`src/rtl/clk_enable_gen.sv`:
```
// -----------------------------------------------------------------------------
// clk_enable_gen
//
// Purpose:
//   Fully synchronous clock-enable and divided-clock generator. Each of NUM_CH
//   channels counts clk_in cycles modulo its active divisor N (a divisor of 0
//   behaves as 1). Each channel produces:
//     - a one-cycle enable pulse (ce_out) once per period, and
//     - a registered divided-clock level (clk_div_out) with high time ceil(N/2).
//   No new clock domain is created; downstream logic stays on clk_in and uses
//   ce_out as an enable.
//   A divisor written at runtime is held pending. It becomes active only at
//   the channel's next period boundary, or on the next edge while the channel
//   is idle. The switch is signalled by a one-cycle div_ack pulse.
//
// Optional feature (macro CLK_ENABLE_GEN_SYNC_ALIGN_EN):
//   When defined, the input sync_in is added. A high sync_in on an edge
//   restarts every channel from phase zero and applies all pending divisors,
//   so channels with equal divisors pulse together afterwards.
//
// Ports:
//   clk_in       in   1       system clock, rising edge
//   rst          in   1       asynchronous active-high reset
//   run          in   1       global run; low holds all channels idle
//   sync_in      in   1       phase-align strobe (only with the macro above)
//   div_wr       in   NUM_CH  per-channel divisor write strobe
//   div_data     in   CNT_W   divisor value shared by all channels
//   div_ack      out  NUM_CH  one-cycle pulse when a pending divisor is applied
//   ce_out       out  NUM_CH  one-cycle enable pulse per period
//   clk_div_out  out  NUM_CH  registered divided-clock level
//   busy         out  1       any channel has a pending divisor
// -----------------------------------------------------------------------------
module clk_enable_gen #(
    parameter int NUM_CH      = 2,
    parameter int CNT_W       = 16,
    parameter int DEFAULT_DIV = 2
) (
    input  logic              clk_in,
    input  logic              rst,
    input  logic              run,
`ifdef CLK_ENABLE_GEN_SYNC_ALIGN_EN
    input  logic              sync_in,
`endif
    input  logic [NUM_CH-1:0] div_wr,
    input  logic [CNT_W-1:0]  div_data,
    output logic [NUM_CH-1:0] div_ack,
    output logic [NUM_CH-1:0] ce_out,
    output logic [NUM_CH-1:0] clk_div_out,
    output logic              busy
);

    localparam logic [CNT_W-1:0] ZERO_C    = {CNT_W{1'b0}};
    localparam logic [CNT_W-1:0] ONE_C     = {{(CNT_W-1){1'b0}}, 1'b1};
    localparam logic [CNT_W-1:0] RST_DIV_C = CNT_W'(DEFAULT_DIV);

    // A programmed divisor of zero is treated as one.
    function automatic logic [CNT_W-1:0] eff_div(input logic [CNT_W-1:0] d);
        logic [CNT_W-1:0] n;
        if (d == ZERO_C) begin
            n = ONE_C;
        end else begin
            n = d;
        end
        return n;
    endfunction

    // Return ceil(n/2). This is the number of high cycles of the divided clock.
    function automatic logic [CNT_W-1:0] ceil_half(input logic [CNT_W-1:0] n);
        return (n >> 1) + {{(CNT_W-1){1'b0}}, n[0]};
    endfunction

    // Force all channels to phase zero. This happens when stopped or, if
    // enabled, on sync_in.
    logic force_s;
`ifdef CLK_ENABLE_GEN_SYNC_ALIGN_EN
    assign force_s = ~run | sync_in;
`else
    assign force_s = ~run;
`endif

    logic [NUM_CH-1:0] pend_nxt_vec_s;

    for (genvar g = 0; g < NUM_CH; g++) begin : g_ch
        logic [CNT_W-1:0] cnt_r;
        logic [CNT_W-1:0] cnt_nxt_s;
        logic [CNT_W-1:0] cnt_inc_s;
        logic [CNT_W-1:0] div_act_r;
        logic [CNT_W-1:0] div_act_nxt_s;
        logic [CNT_W-1:0] div_pend_r;
        logic [CNT_W-1:0] div_pend_nxt_s;
        logic [CNT_W-1:0] n_s;
        logic [CNT_W-1:0] half_s;
        logic             pend_r;
        logic             pend_nxt_s;
        logic             wrap_s;
        logic             apply_s;
        logic             ce_r;
        logic             ce_nxt_s;
        logic             clkd_r;
        logic             clkd_nxt_s;
        logic             ack_r;

        // Period decode: effective divisor, high time, wrap and apply condition.
        always_comb begin
            n_s       = eff_div(div_act_r);
            half_s    = ceil_half(n_s);
            cnt_inc_s = cnt_r + ONE_C;
            wrap_s    = (cnt_r == (n_s - ONE_C));
            // pend_r reflects captures from earlier edges only. A write in the
            // wrap cycle therefore waits for the following boundary.
            apply_s   = pend_r & (wrap_s | force_s);
        end

        // Next counter phase, enable pulse and divided-clock level.
        always_comb begin
            cnt_nxt_s  = cnt_r;
            ce_nxt_s   = 1'b0;
            clkd_nxt_s = 1'b0;
            if (force_s) begin
                cnt_nxt_s  = ZERO_C;
                ce_nxt_s   = 1'b0;
                clkd_nxt_s = 1'b0;
            end else if (wrap_s) begin
                // The next phase is 0, which is always inside the high time.
                cnt_nxt_s  = ZERO_C;
                ce_nxt_s   = 1'b1;
                clkd_nxt_s = 1'b1;
            end else begin
                cnt_nxt_s  = cnt_inc_s;
                ce_nxt_s   = 1'b0;
                clkd_nxt_s = (cnt_inc_s < half_s);
            end
        end

        // Divisor handshake: capture on write, promote to active on apply.
        always_comb begin
            div_act_nxt_s  = div_act_r;
            div_pend_nxt_s = div_pend_r;
            pend_nxt_s     = pend_r;
            if (apply_s) begin
                div_act_nxt_s = div_pend_r;
            end else begin
                div_act_nxt_s = div_act_r;
            end
            // A write in the apply cycle becomes the next pending value.
            if (div_wr[g]) begin
                div_pend_nxt_s = div_data;
                pend_nxt_s     = 1'b1;
            end else if (apply_s) begin
                div_pend_nxt_s = div_pend_r;
                pend_nxt_s     = 1'b0;
            end else begin
                div_pend_nxt_s = div_pend_r;
                pend_nxt_s     = pend_r;
            end
        end

        // Channel state registers.
        always_ff @(posedge clk_in or posedge rst) begin
            if (rst) begin
                cnt_r      <= ZERO_C;
                div_act_r  <= RST_DIV_C;
                div_pend_r <= ZERO_C;
                pend_r     <= 1'b0;
                ce_r       <= 1'b0;
                clkd_r     <= 1'b0;
                ack_r      <= 1'b0;
            end else begin
                cnt_r      <= cnt_nxt_s;
                div_act_r  <= div_act_nxt_s;
                div_pend_r <= div_pend_nxt_s;
                pend_r     <= pend_nxt_s;
                ce_r       <= ce_nxt_s;
                clkd_r     <= clkd_nxt_s;
                ack_r      <= apply_s;
            end
        end

        assign pend_nxt_vec_s[g] = pend_nxt_s;
        assign ce_out[g]         = ce_r;
        assign clk_div_out[g]    = clkd_r;
        assign div_ack[g]        = ack_r;
    end

    logic busy_r;

    // Registered busy. It always equals the OR of the per-channel pending flags.
    always_ff @(posedge clk_in or posedge rst) begin
        if (rst) begin
            busy_r <= 1'b0;
        end else begin
            busy_r <= |pend_nxt_vec_s;
        end
    end

    assign busy = busy_r;

endmodule
```
`config.mk`:
```
export PLATFORM = sky130hd
export DESIGN_NAME = clk_enable_gen
export DESIGN_NICKNAME = d
export VERILOG_FILES = /design/src/rtl/clk_enable_gen.sv
export SDC_FILE = /design/constraint.sdc
export NUM_CORES = 1
export LEC_CHECK = 0
export ABC_AREA = 0
export CORE_ASPECT_RATIO = 0.75
export CORE_UTILIZATION = 35
export CTS_BUF_LIST = sky130_fd_sc_hd__clkbuf_4 sky130_fd_sc_hd__clkbuf_8 sky130_fd_sc_hd__clkbuf_16
export DETAILED_ROUTE_END_ITERATION = 6
export GPL_TIMING_DRIVEN = 1
export PLACE_DENSITY_LB_ADDON = 0.25
export SYNTH_ARGS = -nofsm -noshare
export SYNTH_HDL_FRONTEND = slang
export SYNTH_SLANG_ARGS = --single-unit
```
`constraint.sdc`:
```
create_clock -name clk_in -period 5.2 [get_ports clk_in]
set_input_delay 1.3 -clock clk_in [delete_from_list [all_inputs] [get_ports clk_in]]
set_output_delay 1.3 -clock clk_in [all_outputs]
set_load 0.005 [all_outputs]
```
Yosys cells after proc, flatten, opt, wreduce, memory -nomap -nowiden
Cells that the tools add are included.
Storage, ports and cells
  input bits: 21
  word-level logic and storage cells: 51
  bits in registers: 105
  output and inout bits: 7
Operators by class
  reductions and logical operators: 3
  order comparisons: 2
  muxes and demuxes: 18
  bitwise operators: 5
  add/sub/neg operators: 6
  equality and inequality tests: 2
Operators with widths (number)
  $mux W16: 6
  $add A15 B1 Y16: 2
  $add A16 B1 Y16 const B: 2
  $eq A16 B16 Y1: 2
  $logic_not A16 Y1: 2
  $lt A16 B16 Y1: 2
  $sub A16 B1 Y16 const B: 2
  $mux W1: 12
  $and A1 B1 Y1: 2
  $or A1 B1 Y1: 2
  $reduce_or A2 Y1: 1
  $not A1 Y1: 1

Longest topological paths before layout
  word-level depth: 9
  depth in mapped cells: 15
  mapped depth without buffers: 14

Least setup slack after synthesis
No wires, ideal clock.
  path kind: reg-to-reg
  start: register g_ch[0].div_act_r[4]
  end: register g_ch[0].div_act_r[10]
  data arrival time: 3.484 ns
  data required time: 5.075 ns
  path slack: 1.591 ns
  clock period less this slack: 3.609 ns
  cell stages (with the launch flop): 14
  buffers on the path: 2
  cells stage by stage: dfrtp_1 buf_6 or4_4 nor4_2 nor2_1 ha_1 nor3b_1 a221oi_1 nand3b_1 o211ai_1 o41ai_4 nand2_4 buf_6 mux2_4
Between the ends
  cells in the longest elaborated chain, start to end: 6
Ends and longest elaborated chain
  from (decl): line 87  | logic [CNT_W-1:0] div_act_r;
  from (signal assigned): line 170  | div_act_r <= div_act_nxt_s;
  $logic_not A16 Y1: line 59  | if (d == ZERO_C) begin
  $mux W16 *: line 59
  $sub A16 B1 Y16 *: line 108  | wrap_s = (cnt_r == (n_s - ONE_C));
  $eq A16 B16 Y1 *: line 108
  $or A1 B1 Y1 *: line 111  | apply_s = pend_r & (wrap_s | force_s);
  $and A1 B1 Y1 *: line 111
Every way passes the cells marked *; elsewhere a longest branch is shown, timed or not.
A chain may end at the register's enable or synchronous reset.

Worst setup path after layout
  start: register g_ch[1].div_act_r[4]
  end: register busy_r, in the netlist busy
Between the ends
  cells in the longest elaborated chain, start to end: 9
Ends and longest elaborated chain
  from (decl): line 87
  from (signal assigned): line 170
  $logic_not A16 Y1: line 59
  $mux W16 *: line 59
  $sub A16 B1 Y16 *: line 108
  $eq A16 B16 Y1 *: line 108
  $or A1 B1 Y1 *: line 111
  $and A1 B1 Y1 *: line 111
  $mux W1 *: line 149  | end else if (apply_s) begin
  $mux W1 *: line 146  | if (div_wr[g]) begin
  $reduce_or A2 Y1 *: line 192  | busy_r <= |pend_nxt_vec_s;
  to (signal assigned): line 192
  to (decl): line 185  | logic busy_r;
Marks and branches as above.

==> metrics.txt <==
status complete, no violations; top cells by count, synth dfrtp_1, nand2_1, xnor2_1, nand3_1, ha_1; xor and xnor area share after synthesis between 10% and 20%; gr usage total a little under a fifth; logic gate share of total power between 20% and 30%; Warnings, synthesis 0; Worst path slowest cell o31a_1; Mapped Cells 710; crit-path most repeated cell nand4_1; Starting Density a little over a third; min-delay worst type reg2reg; PwrDens a little under 300 nW/µm²; Top delay family on crit path simple AND/OR/NAND/NOR gates; GRT overflow 0; Final Wtd Congestion 0.870; Sequential Power Share 46.4%; Post-synth EDFFs 0; diodes inserted 0; leading area contributor after synthesis dfrtp_1; fin worst setup slack a little over 1 ns; Tmin final approximately 4.2 ns; fin nets approximately 760; Cell Area, Synth slightly below 7000 µm²; Tightest Pin Transition between 1 and 1.5 ns; HPWL Detailed 13.0 mm; Core ar. 18800 µm²; Hold Buf Count CTS 0; Psw 750 µW; Critical Path End Type flop; PortBufs 27; syn nets about 770; asr flop ratio synth 100%; Pre-antenna DRT Iters 5; Yosys reg bits 105; clk buf depth 2; leading post-synthesis cells by cell area dfrtp_1, xnor2_1, ha_1; fillers around 1800; DP Area between 7000 and 8000 µm²; vias about 5000; placed cell count between 900 and 1000; max incr delay on CP between 0.6 and 0.7 ns; WP buf/inv 0; largest family of logic cells by synthesized area simple AND/OR/NAND/NOR gates; non-filler cells, final around 950; post-synth cell types about 70; Final period util between 80% and 90%; fraction of the mapped netlist area in simple logic gates roughly 21%; # IOs 28; # setup viols final 0; crit start category flop; Adder-Cell Fraction of Synth Area under 10%; crit path kind reg2reg; internal power 1.49 mW; vias per inst about 5.4; WP data arrival 4.41 ns; post-layout util between 30% and 40%; worst skew pair latency 0.36 ns; Hold WS 0.501 ns; Synth Area in Compound Gates between 10 and 15%; wire per inst between 15 and 20 µm; Rows 43; switching share of power approximately a third; CTS Sinks 105; CTS Buf Count 9; Die W roughly 160 µm; DIE AREA just over 20000 µm²; first-pass GRT wire length approximately 28 mm; Synth top area share 37.6%; Layout area overhead 9.79%; CTS H-tree lvls 3; Final Hold Viols 0; antenna viol nets, final 0; most used standard cell by instance count after synthesis dfrtp_1; initial antenna violation count 0; Pleak between 3 and 4 nW; layout cells sized above 1 about a tenth; f_max ~0.24 GHz; number of max-cap violations 0; prevailing post-synth register cell dfrtp_1; largest net degree at the start of global routing between 80 and 90; pre-CTS WS between 1 and 1.5 ns; Avg Synthesized Cell Area ~9.6 µm²; critical path cell sequence or4_1, nor2_1, a21oi_1, ha_1, nor3b_2, nand4_1, nor4b_1, o211a_1, nand4_1, o31a_1, a211o_1; number of global-route vias before repair between 5000 and 6000; clock skew between 0.008 and 0.009 ns; Worst VDD drop about 150 µV; worst relative slew slack around a fifth; fin. max-slew vios 0; setup bufs post-CTS 0; setup tns final 0 ns; RSZ-0062 raised after global routing false; Power, Total 2.24 mW; drt initial violations between 200 and 300; CTS resizes 0; Die H around 120 µm; Finished Cell Area around 7500 µm²; Worst Path Required about 5.4 ns; number of remaining DRC errors 0; Clk pwr share between 30% and 40%; clock root buffer clkbuf_16; mux share of post-synthesis cell area around 6.2%; clk slew on worst S/H paths ~0.080 ns; critical path peak fanout 34; CTS tree done; Post-Route WL between 15 and 20 mm; share of the yosys chip area belonging to registers 38.4%
==> per-layer routing <==
| layer | GRT usage [%] | vias to the layer above | part of all wire (%) | routed length, µm |
|---|---|---|---|---|
| met5 | 0 | - | 0 | 0 |
| met2 | 25.0 | 115 | 40 | 6890 |
| met3 | 3.89 | 13 | 5.5 | 940 |
| li1 | - | 2476 | - | - |
| met4 | 4.05 | 0 | 0.88 | 151 |
| met1 | 28.6 | 2543 | 53 | 9100 |
==> worst register-to-register path, delay by kind of cell (launching register included) <==
family          cells  cell delay (ns)
simple gates        6             1.76
fa+ha+maj           1             0.26
flops               1             0.56
compound gates      4             1.47
==> layout by cell type (no fill, tap or decap), types with 3 or more instances in the layout <==
cell type        instances
dfrtp_1                103
nand2_1                 57
xnor2_1                 53
nand3_1                 38
ha_1                    36
xor2_1                  34
nor2_1                  33
inv_1                   30
clkdlybuf4s50_1         27
o21ai_0                 25
mux2_2                  24
and3_1                  19
and2_1                  18
o32ai_1                 17
nor2b_1                 14
a21oi_1                 13
nor3_1                  12
nand4_1                 12
nor4_1                  10
mux2_4                   9
clkbuf_16                9
a21o_1                   8
or4_1                    6
o21a_1                   6
nand2b_1                 5
and2b_1                  5
or3_1                    4
nor3b_1                  4
a211oi_1                 4
a21boi_0                 4
or2_2                    3
nand3b_1                 3
o211a_1                  3
nor4b_1                  3
==> cell type report <==
class | instances | area (µm²) | share of cell area (%)
multi-input combinational | 524 | 3860 | 51.3
timing repair buffer | 30 | 305 | 4.06
tap | 247 | 309 | 4.11
inverter | 32 | 123 | 1.63
clock inverter | 6 | 61.3 | 0.815
clock buffer | 10 | 233 | 3.10
sequential | 105 | 2630 | 35.0
==> state kept, by name, summed over array words and instances, names as in the netlist <==
| register | flops |
|---|---|
| busy | 1 |
| g_ch.ack_r | 2 |
| g_ch.ce_r | 2 |
| g_ch.clkd_r | 2 |
| g_ch.cnt_r | 32 |
| g_ch.div_act_r | 32 |
| g_ch.div_pend_r | 32 |
| g_ch.pend_r | 2 |
==> path summary, 6_finish.rpt <==
kind / start / end / slack (ns) / cells past startpoint
hold / removal: g_ch[0].div_pend_r[10] / g_ch[0].div_act_r[10] / 0.50 / 1
min in group asynchronous: rst / g_ch[1].cnt_r[13] / 1.24 / 2
max in group asynchronous: rst / g_ch[1].div_act_r[1] / 3.18 / 3
setup / recovery: g_ch[1].div_act_r[4] / busy / 1.03 / 11
hold reg to reg: g_ch[0].div_pend_r[10] / g_ch[0].div_act_r[10] / 0.50 / 1
setup reg to reg: g_ch[1].div_act_r[4] / busy / 1.03 / 11
==> cells by family after synthesis <==
kind of cell,Yosys count
AOI/OAI and AO/OA,106
xor gates and xnor gates,88
adders and majority gates,36
buffers and inverters,81
DFF,105
muxes,35
and+or+nand+nor,259
==> power by group through the flow <==
stage	clock network (mW)	logic (mW)	registers [mW]
2_1_floorplan	0	0.488	0.942
3_3_place_gp	0	0.511	1.05
3_5_place_dp	0	0.520	1.05
4_1_cts	0.699	0.524	1.03
5_1_grt	0.737	0.582	1.05
6_report	0.676	0.523	1.04
(Power assumes the default switching activity.)
